File: src/rtl/count_seq_ctrl.sv
// count_seq_ctrl: sequencing controller around a WIDTH-bit up-counter.
// It launches, pauses, aborts and detects a latched terminal value. In one-shot
// mode it stops at the terminal value. In auto-reload mode it wraps to zero and
// counts the reload events in a saturating counter.
//
// Handshake: start, stop and pause are level inputs that are sampled at every
// rising edge. start acts only in IDLE or DONE. stop acts in every state and
// takes priority over everything except rst. pause acts only in RUN or PAUSE.
// done is a single-cycle registered pulse. It has no acknowledge.
module count_seq_ctrl #(
  parameter int WIDTH = 4,
  parameter int RCW   = 8
) (
  input  logic             clk,
  input  logic             rst,
  input  logic             start,
  input  logic             stop,
  input  logic             pause,
  input  logic             mode_reload,
  input  logic [WIDTH-1:0] term_val,
  output logic [WIDTH-1:0] cnt_out,
  output logic             busy,
  output logic             paused,
  output logic             done,
  output logic [RCW-1:0]   reload_cnt,
  output logic [1:0]       state
);

  localparam logic [1:0] S_IDLE  = 2'd0;
  localparam logic [1:0] S_RUN   = 2'd1;
  localparam logic [1:0] S_PAUSE = 2'd2;
  localparam logic [1:0] S_DONE  = 2'd3;

  localparam logic [RCW-1:0] RC_MAX = '1;

  logic [1:0]       state_q, state_d;
  logic [WIDTH-1:0] cnt_q, cnt_d;
  logic [WIDTH-1:0] term_q, term_d;
  logic             mode_q, mode_d;
  logic [RCW-1:0]   reload_q, reload_d;
  logic             done_q, done_d;
  logic             busy_q, paused_q;
  logic             at_term;

  // The counter has reached the terminal value latched at launch.
  assign at_term = (cnt_q == term_q);

  // State register.
  always_ff @(posedge clk) begin
    if (rst) state_q <= S_IDLE;
    else     state_q <= state_d;
  end

  // Next-state logic. The priority is stop, then terminal, then pause.
  always_comb begin
    state_d = state_q;
    if (stop) begin
      state_d = S_IDLE;
    end else begin
      case (state_q)
        S_IDLE, S_DONE: begin
          if (start) state_d = (term_val == '0) ? S_DONE : S_RUN;
          else       state_d = S_IDLE;
        end
        S_RUN: begin
          if (at_term)    state_d = mode_q ? S_RUN : S_DONE;
          else if (pause) state_d = S_PAUSE;
        end
        S_PAUSE: begin
          if (!pause) state_d = S_RUN;
        end
        default: state_d = S_IDLE;
      endcase
    end
  end

  // Datapath next values: the counter, the latched launch settings, the reload count and done.
  always_comb begin
    cnt_d    = cnt_q;
    term_d   = term_q;
    mode_d   = mode_q;
    reload_d = reload_q;
    done_d   = 1'b0;
    if (stop) begin
      // An abort from an active count clears the counter. A stop while idle leaves it as it is.
      if (state_q == S_RUN || state_q == S_PAUSE) cnt_d = '0;
    end else begin
      case (state_q)
        S_IDLE, S_DONE: begin
          if (start) begin
            term_d   = term_val;
            mode_d   = mode_reload;
            cnt_d    = '0;
            reload_d = '0;
            done_d   = (term_val == '0);
          end
        end
        S_RUN: begin
          if (at_term) begin
            done_d = 1'b1;
            if (mode_q) begin
              cnt_d = '0;
              if (reload_q != RC_MAX) reload_d = reload_q + RCW'(1);
            end
          end else if (!pause) begin
            cnt_d = cnt_q + WIDTH'(1);
          end
        end
        default: ;
      endcase
    end
  end

  // Datapath and status registers. Status is decoded from the next state so it stays registered.
  always_ff @(posedge clk) begin
    if (rst) begin
      cnt_q    <= '0;
      term_q   <= '0;
      mode_q   <= 1'b0;
      reload_q <= '0;
      done_q   <= 1'b0;
      busy_q   <= 1'b0;
      paused_q <= 1'b0;
    end else begin
      cnt_q    <= cnt_d;
      term_q   <= term_d;
      mode_q   <= mode_d;
      reload_q <= reload_d;
      done_q   <= done_d;
      busy_q   <= (state_d == S_RUN) || (state_d == S_PAUSE);
      paused_q <= (state_d == S_PAUSE);
    end
  end

  assign cnt_out    = cnt_q;
  assign busy       = busy_q;
  assign paused     = paused_q;
  assign done       = done_q;
  assign reload_cnt = reload_q;
  assign state      = state_q;

endmodule

File: config.mk
export PLATFORM = sky130hd
export DESIGN_NAME = count_seq_ctrl
export DESIGN_NICKNAME = d
export VERILOG_FILES = /design/src/rtl/count_seq_ctrl.sv
export SDC_FILE = /design/constraint.sdc
export NUM_CORES = 1
export LEC_CHECK = 0
export BUFFER_PORTS_ARGS = -buffer_cell sky130_fd_sc_hd__clkbuf_2
export CAP_MARGIN = 20
export CORE_ASPECT_RATIO = 0.9
export CORE_MARGIN = 5
export CORE_UTILIZATION = 50
export DETAILED_ROUTE_END_ITERATION = 16
export PLACE_DENSITY_LB_ADDON = 0.25
export SYNTH_ARGS = -nofsm -noshare
export SYNTH_HDL_FRONTEND = slang
export SYNTH_SLANG_ARGS = --single-unit
export TNS_END_PERCENT = 5
File: constraint.sdc
create_clock -name clk -period 2.8 [get_ports clk]
set_input_delay 0.28 -clock clk [delete_from_list [all_inputs] [get_ports clk]]
set_output_delay 0.28 -clock clk [all_outputs]
set_load 0.05 [all_outputs]
==> results of run 1 <==
-- kinds of logic (layout without fill, tap and decap cells) --
| kind of cell | Yosys count | count (layout) | share of synthesized area [%] |
|---|---|---|---|
| xor+xnor | 4 | 4 | 2.86 |
| mux | 1 | 1 | 0.919 |
| compound gates | 50 | 50 | 29.4 |
| buf+inv | 15 | 40 | 4.70 |
| simple gates | 51 | 51 | 20.0 |
| flops | 22 | 22 | 36.0 |
| fa+ha+maj | 6 | 6 | 6.13 |
-- registers in the layout, summed over array words and instances (netlist names) --
| signal | cells |
|---|---|
| cnt_out | 4 |
| done | 1 |
| busy | 1 |
| mode_q | 1 |
| state | 2 |
| term_q | 4 |
| reload_cnt | 8 |
| paused | 1 |
-- metrics by stage --
step / util (%) / instances / worst slack, ps
global placement: 57.0 / 198 / 580
finish: 59.2 / 202 / 468
detailed placement: 57.0 / 198 / 520
floorplan: - / 149 / 356
CTS: 59.2 / 202 / 501
global route: 59.2 / 202 / 193
-- final cells by class --
cell class	count	area (um2)	share of cell area [%]
Tap cell	28	35.0	2.46
Sequential cell	22	440	31.0
Timing Repair Buffer	26	130	9.15
Clock inverter	1	30.0	2.11
Inverter	10	37.5	2.64
Clock buffer	3	22.5	1.58
Multi-Input combinational cell	112	727	51.1
-- tightest hold or removal path, cell delays in order --
cell and delay [ps]:
clkbuf_2 80, nand2_1 50, a21oi_1 50
-- power by group through the flow --
stage	Combinational, mW	Clock [mW]	Sequential [mW]
3_5_place_dp	0.0898	0	0.331
2_1_floorplan	0.0576	0	0.339
5_1_grt	0.102	0.259	0.325
3_3_place_gp	0.0881	0	0.331
4_1_cts	0.0906	0.246	0.324
6_report	0.0914	0.244	0.324
-- routing by layer --
metal / vias up / global-route usage, %
met5: - / 0
met4: 0 / 4.02
met3: 4 / 4.53
met2: 36 / 30.2
met1: 564 / 19.9
li1: 601 / -
-- path summary, 6_finish.rpt --
path	start	to	slack (ps)	depth (start not counted)
setup / recovery	cnt_out[0]	busy	470	7
hold / removal	mode_reload	mode_q	170	3
setup reg to reg	cnt_out[0]	busy	470	7
hold reg to reg	term_q[3]	term_q[3]	490	2
-- layout by cell type (no fill, tap or decap), drive strengths merged, types with 3 or more instances in the layout --
| master | synthesis | layout |
|---|---|---|
| clkbuf | 4 | 29 |
| dfxtp | 22 | 22 |
| nand2 | 20 | 20 |
| a21oi | 17 | 17 |
| inv | 10 | 10 |
| nand3 | 9 | 9 |
| nor2 | 9 | 9 |
| a31oi | 6 | 6 |
| ha | 6 | 6 |
| o21ai | 5 | 5 |
| xor2 | 4 | 4 |
| o32ai | 4 | 4 |
| a41oi | 3 | 3 |
| a2111oi | 3 | 3 |
==> results.py, run 1 <==
metrics = {
    "sta": {
        "period_minus_slack_ps": 2330,
        "worst_pin_slew_ps": 877,
        "holdWs_ps": 166,
        "fmax_ghz": 0.429,
        "relSlewSlack_pct": 40.8,
        "hold_violations": 0,
        "slew_viol_final": 0,
        "setup_violations": 0,
        "clock-skew-final_ps": 10.0,
        "rsz0062_at_grt": "no",
        "tns_ps": 0,
        "post-route-period-util_pct": 83.3,
    },
    "yosys": {
        "synth_commonest_cells": "dfxtp_1 (22), nand2_1 (20), a21oi_1 (17), inv_1 (10)",
        "syn-num-nets": 165,
        "synth_seq_cells": 22,
        "synth_seq_area_share_pct": 36.0,
        "syn_inst": 149,
        "synthDistinctLibCells": 37,
        "ys.flop_type": "dfxtp_1",
        "yosysMostFrequentCell": "dfxtp_1",
        "ys_warn_count": 0,
        "yosysTopAreaCellShare_pct": 36.0,
        "synth_enable_flop_cells": 0,
        "yosysTopAreaCell": "dfxtp_1",
        "avgSynthCellArea_um2": 8.22,
        "yosys-top-cells-area": "dfxtp_1 (36%), a21oi_1 (6.9%), ha_1 (6.1%)",
        "syn-cell-area_um2": 1220,
        "synthArstFlopShare_pct": 0,
    },
    "detailed_routing": {
        "drtPass1Iterations": 4,
        "vias_per_cell": 5.97,
        "wl_met1_um": 1300,
        "drt_iter0_drc": 49,
        "wl_per_cell_um": 14.0,
        "wl_met3_um": 155,
        "ant_nets": 0,
        "wl_met2_um": 1360,
        "wl_um": 2830,
        "vias": 1205,
        "top_layer": "met4",
        "drc": 0,
    },
    "placed_design": {
        "gp_congestion": 0.803,
        "hpwl_um": 2190,
        "numPortBuffers": 26,
        "dpl_cell_area_um2": 1370,
    },
    "grt": {
        "grt_first_pass_wirelength_um": 4990,
        "grt_max_degree": 21,
        "grt_pass1_vias": 1185,
        "grt_overflow_total": 0,
        "antenna_found_initial": 0,
        "grtUsageTotal_pct": 16.8,
    },
    "power_and_ir_drop": {
        "seqPwrFrac_pct": 49.1,
        "power.total_uw": 659,
        "worst_ir_drop_vdd_v": 0.000421,
        "power_frac_comb_pct": 13.9,
        "power.density_nw_per_um2": 463,
        "power.switching_uw": 166,
        "swShare_pct": 25.1,
        "p_clk_share_pct": 37.0,
        "internal_power_uw": 494,
        "leakagePower_nw": 0.572,
    },
    "clock_network": {
        "ctsHoldBuffers": 0,
        "cts_tree": "done",
        "insertion_delay_ps": 320,
        "clkTransAtPathRegs_ps": 130,
        "htreeDepth": 1,
        "cts_setup_buffers": 0,
        "cts_repair_resize_count": 0,
        "root_buffer": "clkbuf_4",
        "cts.sinks": 22,
        "cts_buffer_depth": 2,
        "cts_buffers": 3,
    },
    "final_layout": {
        "drive_gt1_share_pct": 20.7,
        "area_delta_synth_final_pct": 16.1,
        "nets": 191,
        "fillCellCount": 235,
        "stdcell_area_um2": 1420,
        "n_antenna_cell": 0,
    },
    "floorplan": {
        "rows": 17,
        "initial_core_util_pct": 51.0,
        "die_h_um": 57.0,
        "die-area_um2": 3540,
        "core_um2": 2400,
        "die_w_um": 62.2,
        "pin_count": 27,
    },
    "setup_path": {
        "cpMostUsedCell": "a21oi_1",
        "crit_type": "register to register",
        "worstPathCellList": "xor2_1 > o41ai_1 > a21oi_1 > o21bai_1 > a21oi_1 > ha_1 > nor2_1",
        "crit_arrival_ps": 2590,
        "cp-start-kind": "register",
        "endpoint_kind": "register",
        "crit_family": "compound AO/OA/AOI/OAI gates",
        "critical_path_buf_inv_count": 0,
        "cpPeakStageDelay_ps": 850,
        "crit_required_ps": 3060,
        "slowest_stage": "o41ai_1",
        "path_max_fanout": 6,
    },
    "outcome": {
        "status": "complete, no violations",
    },
    "hold_path": {
        "holdCritPathClass": "primary input to register",
    },
    "flow_run": {
        "drv_cap": 0,
    },
}
Note: power is estimated with default switching activity, not from simulation.
==> inputs of run 2 (changes only) <==
--- a/config.mk
+++ b/config.mk
@@ -9,7 +9,7 @@
 export CAP_MARGIN = 20
 export CORE_ASPECT_RATIO = 0.9
 export CORE_MARGIN = 5
-export CORE_UTILIZATION = 50
+export CORE_UTILIZATION = 48
 export DETAILED_ROUTE_END_ITERATION = 16
 export PLACE_DENSITY_LB_ADDON = 0.25
 export SYNTH_ARGS = -nofsm -noshare
==> constraint.sdc (replaced) <==
create_clock -name clk -period 2.1 [get_ports clk]
set_input_delay 0.21 -clock clk [delete_from_list [all_inputs] [get_ports clk]]
set_output_delay 0.21 -clock clk [all_outputs]
set_load 0.05 [all_outputs]
==> run 2 against run 1 <==
  * First-iteration DRC count down 10%
  * Critical path depth is 2 lower
  * Hold slack got worse by 46 ps
  * Clock skew down 8.4 ps
  * Largest power group unchanged
  * Highest routed layer unchanged
  * Register-to-register slack worse by 410 ps
  * Flip-flop and latch count unchanged
  * Total power up 16%
==> results.py, run 2 (synthesis gave the netlist of run 1 again) <==
metrics = {
    "clock_network": {
        "htreeDepth": 1,
        "clkTransAtPathRegs_ps": 110,
        "cts_buffer_depth": 2,
        "insertion_delay_ps": 300,
        "root_buffer": "clkbuf_4",
        "cts.sinks": 22,
        "cts_buffers": 3,
        "cts_tree": "done",
    },
    "sta": {
        "post-route-period-util_pct": 97.0,
        "rsz0062_at_grt": "yes",
        "setup_violations": 0,
        "hold_violations": 0,
        "holdWs_ps": 119,
        "period_minus_slack_ps": 2040,
        "worst_pin_slew_ps": 479,
        "relSlewSlack_pct": 67.7,
        "timing.final.ws_setup_ps": 62.5,
        "fmax_ghz": 0.491,
        "slew_viol_final": 0,
        "clock-skew-final_ps": 1.58,
        "tns_ps": 0,
    },
    "setup_path": {
        "rr_endpoint": "reload_cnt[0]",
        "r2r_slack_ps": 60,
        "crit_required_ps": 2310,
        "crit_type": "register to register",
        "critical_path_buf_inv_count": 0,
        "cpPeakStageDelay_ps": 600,
        "crit_family": "compound AO/OA/AOI/OAI gates",
        "crit_arrival_ps": 2250,
        "rr_startpoint": "cnt_out[1]",
        "slowest_stage": "or4_4",
        "cp-start-kind": "register",
        "endpoint_kind": "register",
        "worstRegToRegCells": 5,
        "worstPathCellList": "xor2_1 > or4_4 > a2111oi_1 > a21oi_1 > o32ai_1",
        "path_max_fanout": 5,
    },
    "detailed_routing": {
        "wl_per_cell_um": 14.1,
        "drtPass1Iterations": 5,
        "drc": 0,
        "ant_nets": 0,
        "drt_iter0_drc": 44,
        "wl_um": 2930,
        "vias_per_cell": 5.88,
        "vias": 1222,
    },
    "placed_design": {
        "dp_slack_ps": 101,
        "dpl_cell_area_um2": 1430,
        "gp_congestion": 0.823,
        "numPortBuffers": 26,
        "dp.cells": 204,
        "hpwl_um": 2250,
    },
    "power_and_ir_drop": {
        "power.switching_uw": 217,
        "swShare_pct": 28.2,
        "p_clk_share_pct": 25.5,
        "worst_ir_drop_vdd_v": 0.000331,
        "power.density_nw_per_um2": 512,
        "internal_power_uw": 551,
        "power.total_uw": 768,
        "seqPwrFrac_pct": 56.4,
        "power_frac_comb_pct": 18.2,
        "leakagePower_nw": 0.598,
    },
    "final_layout": {
        "n_antenna_cell": 0,
        "layout_common_cells": "clkbuf_2 (26), nand2_1 (20), a21oi_1 (17)",
        "multiInputGateArea_um2": 774,
        "final_core_util_pct": 61.3,
        "drive_gt1_share_pct": 30.0,
        "seqCellArea_um2": 452,
        "fin_cells": 208,
        "fillCellCount": 225,
        "stdcell_area_um2": 1500,
        "largest_register_ff_count": 8,
        "nets": 197,
        "final_common_cell": "clkbuf_2",
        "area_delta_synth_final_pct": 22.5,
    },
    "hold_path": {
        "min_delay_worst_endpoint": "mode_q",
        "holdCritPathClass": "primary input to register",
        "hold_depth": 3,
        "min_from": "mode_reload",
    },
    "grt": {
        "grtUsageTotal_pct": 16.6,
        "grt_pass1_vias": 1126,
        "grt_overflow_total": 0,
        "grt_max_degree": 20,
        "antenna_found_initial": 0,
        "grt_first_pass_wirelength_um": 4940,
    },
    "floorplan": {
        "pin_count": 27,
        "die-area_um2": 3660,
        "initial_core_util_pct": 50.1,
        "core_um2": 2450,
        "die_w_um": 63.3,
        "rows": 17,
        "die_h_um": 57.9,
    },
    "flow_run": {
        "drv_cap": 0,
    },
    "outcome": {
        "status": "complete, no violations",
    },
}
==> run 2: cell count changes in the layout (fill, tap and decap cells not counted), moves of 2 or more <==
cell,delta
ha_1,-2
xor2_1,-3
dfxtp_2,+6
ha_2,+2
xor2_2,+3
buf_4,+6
dfxtp_1,-7
==> run 2: worst max-delay path by stage <==
stage | slack (ps) | from | cells after the start | end
2_1_floorplan | -60 | cnt_out[3] | 7 | busy
3_3_place_gp | 130 | cnt_out[0] | 7 | paused
3_5_place_dp | 100 | cnt_out[0] | 7 | busy
4_1_cts | 70 | cnt_out[0] | 7 | busy
5_1_grt | -30 | cnt_out[1] | 5 | reload_cnt[0]
6_report | 60 | cnt_out[1] | 5 | reload_cnt[0]
==> run 2: metal layers <==
layer | vias to the layer above | track usage [%] | share of wire [%]
met5 | - | 0 | 0
met4 | 0 | 7.72 | 1.6
met3 | 8 | 3.88 | 5.7
met2 | 40 | 25.8 | 45
met1 | 562 | 21.8 | 48
li1 | 612 | - | -
==> run 2: tightest hold or removal path, delay by kind of cell <==
| family | cells | cell delay, ps |
|---|---|---|
| buf+inv | 1 | 80 |
| simple gates | 1 | 50 |
| compound gates | 1 | 50 |
==> run 2: final cells by class <==
| cell class | count | area share (%) |
|---|---|---|
| clock buffer | 4 | 1.75 |
| tap | 28 | 2.34 |
| sequential | 22 | 30.1 |
| multi-input combinational | 112 | 51.6 |
| timing repair buffer | 32 | 11.7 |
| inverter | 10 | 2.50 |
==> run 2: power by group through the flow <==
stage | logic (mW) | clock network [mW] | registers [mW]
after CTS | 0.132 | 0.209 | 0.432
after floorplan | 0.0782 | 0 | 0.452
after detailed placement | 0.132 | 0 | 0.441
after global placement | 0.129 | 0 | 0.441
after global routing | 0.153 | 0.236 | 0.435
final | 0.139 | 0.196 | 0.433
==> run 2: timing repair <==
action                     4_1_cts  5_1_grt
gates resized for setup          0        8
buffers inserted                 0        0
setup endpoints to repair        0        8
hold endpoints to repair         0        0
hold buffers                     0        0
